===== config.mk =====
export PLATFORM = sky130hd
export DESIGN_NAME = nr_program_counter
export DESIGN_NICKNAME = d
export VERILOG_FILES = /design/src/rtl/nr_pkg.sv /design/src/rtl/nr_pc_incrementer.sv /design/src/rtl/nr_program_counter.sv
export SDC_FILE = /design/constraint.sdc
export NUM_CORES = 1
export LEC_CHECK = 0
export CAP_MARGIN = 0
export CORE_UTILIZATION = 45
export DETAILED_ROUTE_END_ITERATION = 7
export GPL_ROUTABILITY_DRIVEN = 0
export PLACE_DENSITY = 0.84
export SYNTH_ARGS = -nofsm -noshare
export SYNTH_HDL_FRONTEND = slang
export SYNTH_SLANG_ARGS = --single-unit

===== constraint.sdc =====
create_clock -name clock -period 4.9 [get_ports clock]
set_clock_uncertainty 0.2 [all_clocks]
set_input_delay 0.98 -clock clock [delete_from_list [all_inputs] [get_ports clock]]
set_output_delay 0.98 -clock clock [all_outputs]
set_load 0.01 [all_outputs]

===== src/rtl/nr_pkg.sv =====
// Shared definitions for the nanoRisk fetch-stage program counter:
// default widths/vectors and the sequencing state encoding.
package nr_pkg;

  localparam int          PC_W_DEFAULT      = 8;
  localparam logic [7:0]  RESET_VEC_DEFAULT = 8'h00;

  typedef enum logic [1:0] {
    ST_RUN   = 2'd0,
    ST_FLUSH = 2'd1,
    ST_HALT  = 2'd2
  } pc_state_e;

endpackage


===== src/rtl/nr_pc_incrementer.sv =====
// Combinational pc + STEP, truncated to PC_W, with the carry out of the top bit
// so the caller can tell a wrap from an ordinary increment.
module nr_pc_incrementer #(
  parameter int          PC_W = 8,
  parameter int unsigned STEP = 1
) (
  input  logic [PC_W-1:0] pc,
  output logic [PC_W-1:0] sum,
  output logic            carry
);

  assign {carry, sum} = {1'b0, pc} + (PC_W+1)'(STEP);

endmodule


===== src/rtl/nr_program_counter.sv =====
// Fetch-stage PC with redirect/flush, stall and halt/resume sequencing.
// Optional macro NR_PC_TRAP_EN: sequential overflow halts the core and raises trap.
module nr_program_counter
  import nr_pkg::*;
#(
  parameter int              PC_W      = PC_W_DEFAULT,
  parameter logic [PC_W-1:0] RESET_VEC = PC_W'(RESET_VEC_DEFAULT),
  parameter int unsigned     STEP      = 1
) (
  input  logic            clock,
  input  logic            reset,
  input  logic            flux,
  input  logic [PC_W-1:0] target,
  input  logic            stall,
  input  logic            halt,
  input  logic            resume,
  output logic [PC_W-1:0] pc,
  output logic [PC_W-1:0] pc_inc,
  output logic            flush,
`ifdef NR_PC_TRAP_EN
  output logic            trap,
`endif
  output logic            halted
);

  pc_state_e state;

`ifdef NR_PC_TRAP_EN
  logic carry;
`else
  // Without the trap feature a wrap is silent, so the carry has no consumer.
  logic carry_unused;
`endif

  nr_pc_incrementer #(
    .PC_W (PC_W),
    .STEP (STEP)
  ) u_incrementer (
    .pc    (pc),
    .sum   (pc_inc),
`ifdef NR_PC_TRAP_EN
    .carry (carry)
`else
    .carry (carry_unused)
`endif
  );

  always_ff @(posedge clock) begin
    // NOTE: all state is updated with non-blocking assignments so every branch
    // reads the pre-edge values of pc/state regardless of statement order.
    if (reset) begin
      pc     <= RESET_VEC;
      state  <= ST_RUN;
      flush  <= 1'b0;
      halted <= 1'b0;
`ifdef NR_PC_TRAP_EN
      trap   <= 1'b0;
`endif
    end else begin
      case (state)
        ST_RUN: begin
          if (stall) begin
            // Upstream keeps flux/target stable, so they are acted on once stall drops.
          end else if (halt) begin
            state  <= ST_HALT;
            halted <= 1'b1;
          end else if (flux) begin
            pc    <= target;
            state <= ST_FLUSH;
            flush <= 1'b1;
`ifdef NR_PC_TRAP_EN
          end else if (carry) begin
            state  <= ST_HALT;
            halted <= 1'b1;
            trap   <= 1'b1;
`endif
          end else begin
            pc <= pc_inc;
          end
        end

        ST_FLUSH: begin
          // flux/halt here belong to the squashed instruction and are dropped.
          state <= ST_RUN;
          flush <= 1'b0;
`ifdef NR_PC_TRAP_EN
          // An overflowing step is deferred; the following RUN cycle raises the trap.
          if (!stall && !carry) pc <= pc_inc;
`else
          if (!stall) pc <= pc_inc;
`endif
        end

        ST_HALT: begin
          if (resume) begin
            pc     <= pc_inc;
            state  <= ST_RUN;
            halted <= 1'b0;
`ifdef NR_PC_TRAP_EN
            trap   <= 1'b0;
`endif
          end
        end

        default: begin
          state  <= ST_RUN;
          flush  <= 1'b0;
          halted <= 1'b0;
        end
      endcase
    end
  end

endmodule

==> results.json, run 1 <==
{
  "slew_headroom": 0.6085,
  "num_vias": 839,
  "cp-end-kind": "primary output",
  "fin_crit_ns": 3.140,
  "wl_um": 1971,
  "synth_flop_cell": "dfxtp_1",
  "seqPwrFrac": 0.384,
  "die_y_um": 43.56,
  "grt_max_degree": 16,
  "violations": "DRC",
  "multiInputGateArea_sq_um": 498.0,
  "slowest_stage": "clkdlybuf4s50_1",
  "coreArea_sq_um": 1559,
  "seq_area_frac_synth": 0.3092,
  "p_leak_nw": 0.4157,
  "yosys.area.top_type": "dfxtp_1",
  "diodes": 0,
  "cp-start-kind": "register",
  "crit_required_ns": 3.72,
  "path_max_fanout": 7,
  "cts_hold_buf": 0,
  "drt_drc_violations_left": 8,
  "dr.pass1.iters": 6,
  "cts_buffers": 3,
  "grt_pass1_wl_um": 3312,
  "syn-instance-count": 98,
  "cts_resized": 0,
  "cts_tree": "yes",
  "dp_hpwl_um": 1500,
  "cts_setup_buffers": 0,
  "fp-row-count": 14,
  "fmax_mhz": 318.5,
  "antenna_found_initial": 0,
  "synth_area_leaders": "dfxtp_1 (31%), ha_1 (8.1%), a21oi_1 (4.5%), nor3_1 (4.5%), nand2_1 (3.9%)",
  "layout-drive-gt1-share": 0.06202,
  "die_area_sq_um": 1897,
  "place_ws_ns": 2.041,
  "grt_pass1_vias": 779,
  "startpoint": "pc[2]",
  "n_fill_cell": 132,
  "arrival_ns": 1.96,
  "switchingPower_mw": 0.1105,
  "crit_end": "pc_inc[7]",
  "clkTransAtPathRegs_ns": 0.08,
  "ir_worst_vdd_v": 0.0002012,
  "synth_edf_count": 0,
  "track_usage": 0.2360,
  "grt-ovfl-total": 0,
  "setup_viol": 0,
  "hp-class": "register to register",
  "hold_viol": 0,
  "drt-initial-drc-count": 28,
  "worst-path-stages": 4,
  "numPortBuffers": 31,
  "seq_area_sq_um": 240.2,
  "ant_nets": 0,
  "syn_area_sq_um": 777.0,
  "synth_top_cell_area_share": 0.3092,
  "finalSetupTns_ns": 0,
  "combPwrFrac": 0.428,
  "final_cell_mix": "clkdlybuf4s50_1 (31), dfxtp_1 (12), nand2_1 (8)",
  "insertion_delay_ns": 0.26,
  "root_buffer": "clkbuf_4",
  "p_per_area_nw_per_um2": 285.7,
  "final_util": 0.7167,
  "r2r.worst_path.cells": 5,
  "synth_fp_nets": 117,
  "cts_max_path_buffers": 2,
  "timing.reg2reg.setup_slack_ns": 2.88,
  "synth_cell_types": 31,
  "r2r_start": "state[0]",
  "routedWlPerCell_um": 13.59,
  "ioPinCount": 32,
  "cpPeakStageDelay_ns": 0.57,
  "rr_endpoint": "pc[7]",
  "layout_setup_ws_ns": 1.760,
  "syn_area_per_cell_sq_um": 7.929,
  "yosysWarnings": 0,
  "htreeDepth": 1,
  "finalPower_mw": 0.3192,
  "cap_violations": 0,
  "drv_slew": 0,
  "path_buf_inv": 1,
  "area_growth_pct": 43.80,
  "vias_per_cell": 5.786,
  "die_w_um": 43.56,
  "status": "complete, but fails checks",
  "internal-power_mw": 0.2087,
  "crit_chain": "nand3_2 > nor3_1 > xor2_1 > clkdlybuf4s50_1",
  "ys_ff_latch": 12,
  "async_flop_share": 0,
  "post-route-period-util": 0.6408,
  "final_common_cell": "clkdlybuf4s50_1",
  "initial_core_util": 0.4984,
  "place_area_sq_um": 1095,
  "crit_type": "register to primary output",
  "design_area_sq_um": 1117,
  "path_delay_family": "buffers and inverters",
  "cts.sinks": 12,
  "final_nets": 150,
  "worstMarginPinSlew_ns": 0.5861,
  "power.share.clock": 0.189,
  "p_sw_frac": 0.3461,
  "rsz0062_at_grt": "no"
}
worst register-to-register path: stages, from the launching register on:
cell and delay (ns):
dfxtp_1 0.41, inv_1 0.09, ha_1 0.31, nor2b_1 0.48, nor3_1 0.13, a211o_1 0.31
flip-flops by register name, summed over array words and instances (netlist names):
| name | cells |
|---|---|
| flush | 1 |
| pc | 8 |
| state | 2 |
| halted | 1 |
power by group through the flow:
stage	registers, mW	logic (mW)	clock network (mW)
final	0.123	0.137	0.0602
after global routing	0.125	0.150	0.0661
after CTS	0.123	0.136	0.0616
after detailed placement	0.125	0.136	0
after global placement	0.124	0.133	0
after floorplan	0.127	0.0699	0
layer usage:
metal	GRT usage	share of wire
met5	0	0
met4	0.1000	0.0086
met3	0.03750	0.061
met2	0.4090	0.49
met1	0.2868	0.44
synthesized netlist by cell type, types with 2 or more instances:
cell / count
dfxtp_1: 12
nand2_1: 8
a211o_1: 2
nor3b_1: 2
a21oi_1: 7
nor4b_1: 2
nor2_1: 6
a31oi_1: 3
xor2_1: 2
o21ai_0: 5
inv_1: 7
nor3_1: 7
nand2b_1: 4
clkbuf_1: 2
ha_1: 5
nand3_1: 5
xnor2_1: 3
nor2b_1: 2
and2_1: 2
cell type report:
class	instances	area share
flip-flops and latches	12	0.2150
inverters	7	0.02352
clock buffers	3	0.02016
multi-input cells	76	0.4457
well taps	16	0.01792
repair buffers	31	0.2777
worst min-delay path by stage:
stage           from  cells after the start    end  slack (ns)
3_3_place_gp   pc[5]                      2  pc[5]        0.30
5_1_grt        pc[5]                      2  pc[5]        0.37
2_1_floorplan  pc[5]                      2  pc[5]        0.32
3_5_place_dp   pc[5]                      2  pc[5]        0.32
4_1_cts        pc[5]                      2  pc[5]        0.33
6_report       pc[5]                      2  pc[5]        0.33
cell families (layout without fill, tap and decap cells):
| family | Yosys count | after routing | synth area share |
|---|---|---|---|
| adders and majority gates | 5 | 5 | 0.08052 |
| xor gates and xnor gates | 5 | 5 | 0.05637 |
| buffers and inverters | 10 | 41 | 0.04992 |
| DFF | 12 | 12 | 0.3092 |
| AOI/OAI and AO/OA | 25 | 25 | 0.2222 |
| and+or+nand+nor | 41 | 41 | 0.2818 |
through the flow:
step / std cells / hold WS [ns]
floorplan: 98 / 0.3216
global placement: 142 / 0.3023
detailed placement: 142 / 0.3181
CTS: 145 / 0.3306
global route: 145 / 0.3720
finish: 145 / 0.3313
(Power assumes the default switching activity.)
==> run 2, diff against run 1 <==
--- a/config.mk
+++ b/config.mk
@@ -6,10 +6,10 @@
 export NUM_CORES = 1
 export LEC_CHECK = 0
 export CAP_MARGIN = 0
-export CORE_UTILIZATION = 45
+export CORE_UTILIZATION = 41
 export DETAILED_ROUTE_END_ITERATION = 7
 export GPL_ROUTABILITY_DRIVEN = 0
-export PLACE_DENSITY = 0.84
+export PLACE_DENSITY = 0.78
 export SYNTH_ARGS = -nofsm -noshare
 export SYNTH_HDL_FRONTEND = slang
 export SYNTH_SLANG_ARGS = --single-unit
==> constraint.sdc (replaced) <==
create_clock -name clock -period 3 [get_ports clock]
set_clock_uncertainty 0.2 [all_clocks]
set_input_delay 0.6 -clock clock [delete_from_list [all_inputs] [get_ports clock]]
set_output_delay 0.6 -clock clock [all_outputs]
set_load 0.01 [all_outputs]
==> run 2 against run 1 <==
  * The flow now finishes without violations
  * Clock power up 120%
  * Sequential share of layout area down 0.61 points
  * Critical path depth unchanged
  * Routed wire length up 6.8%
  * First-iteration DRC count down 75%
  * Register-to-register slack worse by 1.9 ns
  * Global-route usage down 0.98 points
  * Die area up 9.3%
  * Power up 76%
  * Largest power group unchanged
==> results.json, run 2 (synthesis results as in run 1) <==
{
  "cts.sinks": 12,
  "setup_viol": 0,
  "routedWlPerCell_um": 13.49,
  "crit_type": "register to primary output",
  "arrival_ns": 1.95,
  "cts_setup_buffers": 0,
  "crit_chain": "nand3_2 > nor3_1 > xor2_1 > clkdlybuf4s50_1",
  "drt-initial-drc-count": 7,
  "path_buf_inv": 1,
  "cts_max_path_buffers": 2,
  "die_w_um": 45.53,
  "status": "complete, no violations",
  "root_buffer": "clkbuf_4",
  "min_to": "pc[5]",
  "htreeDepth": 1,
  "place_area_sq_um": 1114,
  "drv_slew": 0,
  "fp-row-count": 15,
  "ant_nets": 0,
  "fmax_mhz": 363.2,
  "r2r_start": "state[0]",
  "grt-ovfl-total": 0,
  "numPortBuffers": 31,
  "wl_um": 2105,
  "coreArea_sq_um": 1745,
  "n_fill_cell": 149,
  "layout-drive-gt1-share": 0.07634,
  "place_ws_ns": 0.5577,
  "num_vias": 848,
  "p_leak_nw": 0.4279,
  "rr_endpoint": "pc[7]",
  "cts_hold_buf": 0,
  "grt_pass1_wl_um": 3374,
  "die_y_um": 45.53,
  "track_usage": 0.2262,
  "final_common_cell": "clkdlybuf4s50_1",
  "layout_setup_ws_ns": 0.2469,
  "dr.pass1.iters": 3,
  "post-route-period-util": 0.9177,
  "slowest_stage": "clkdlybuf4s50_1",
  "final_nets": 151,
  "diodes": 0,
  "holdCritStartpoint": "pc[5]",
  "grt_pass1_vias": 827,
  "grt_max_degree": 16,
  "regMostFlops": "pc",
  "design_area_sq_um": 1150,
  "area_growth_pct": 47.99,
  "cts_resized": 0,
  "insertion_delay_ns": 0.28,
  "fin_crit_ns": 2.753,
  "cp-start-kind": "register",
  "place_inst": 152,
  "largest_reg_flops": 8,
  "die_area_sq_um": 2073,
  "hp-class": "register to register",
  "worstMarginPinSlew_ns": 0.5984,
  "cpPeakStageDelay_ns": 0.57,
  "ir_worst_vdd_v": 0.0003881,
  "fin_cells": 156,
  "cap_violations": 0,
  "cts_tree": "yes",
  "slew_headroom": 0.5998,
  "vias_per_cell": 5.436,
  "finalSetupTns_ns": 0,
  "p_per_area_nw_per_um2": 487.5,
  "finalPower_mw": 0.5605,
  "initial_core_util": 0.4452,
  "path_delay_family": "buffers and inverters",
  "final_cell_mix": "clkdlybuf4s50_1 (31), dfxtp_1 (12), nand2_1 (8)",
  "crit_required_ns": 2.20,
  "dp_hpwl_um": 1578,
  "cts_buffers": 3,
  "clkTransAtPathRegs_ns": 0.08,
  "ioPinCount": 32,
  "timing.reg2reg.setup_slack_ns": 0.96,
  "antenna_found_initial": 0,
  "r2r.worst_path.cells": 6,
  "reg_top3": "pc: 8 flops, state: 2 flops",
  "drt_drc_violations_left": 0,
  "hold_path_depth": 2,
  "hold_viol": 0,
  "rsz0062_at_grt": "no",
  "path_max_fanout": 7,
  "cp-end-kind": "primary output"
}
[run 2: changes by cell type in the layout (fill, tap and decap cells not counted)]
cell,change
buf_4,+1
clkbuf_8,+1
[run 2: layout make-up]
| cell class | count | area (sq um) | area share |
|---|---|---|---|
| Inverter | 7 | 26.28 | 0.02285 |
| Multi-Input combinational cell | 76 | 498.0 | 0.4331 |
| Tap cell | 25 | 31.28 | 0.02720 |
| Clock buffer | 4 | 36.28 | 0.03156 |
| Sequential cell | 12 | 240.2 | 0.2089 |
| Timing Repair Buffer | 32 | 317.8 | 0.2764 |
[run 2: layer usage]
metal  up-vias  part of all wire  track usage
li1        415                 -            -
met1       398              0.41       0.2367
met2        31              0.52       0.4229
met3         4             0.060      0.05159
met4         0             0.015      0.09697
met5         -                 0            0
[run 2: worst min-delay path, cell delays in order (launching register included)]
cell and delay (ns):
dfxtp_1 0.35, nand2_1 0.08, a21oi_2 0.05
[run 2: how the worst max path moves through the flow]
stage,end,cells past startpoint,start,slack [ns]
after floorplan,pc_inc[7],3,pc[2],1.08
after global placement,pc[7],5,halt,0.59
after detailed placement,pc_inc[7],4,pc[2],0.56
after CTS,pc_inc[7],4,pc[2],0.25
after global routing,pc_inc[7],4,pc[2],0.11
final,pc_inc[7],4,pc[2],0.25
[run 2: power by group]
group,switching (mW),internal [mW]
clock,0.0575,0.0739
sequential,0.0222,0.179
combinational,0.110,0.119
total,0.189,0.371
[run 2: through the flow]
stage               utilization  hold slack (ns)
global placement         0.6380           0.3012
CTS                      0.6588           0.3311
finish                   0.6588           0.3224
global route             0.6588           0.3539
floorplan                     -           0.3216
detailed placement       0.6380           0.3206
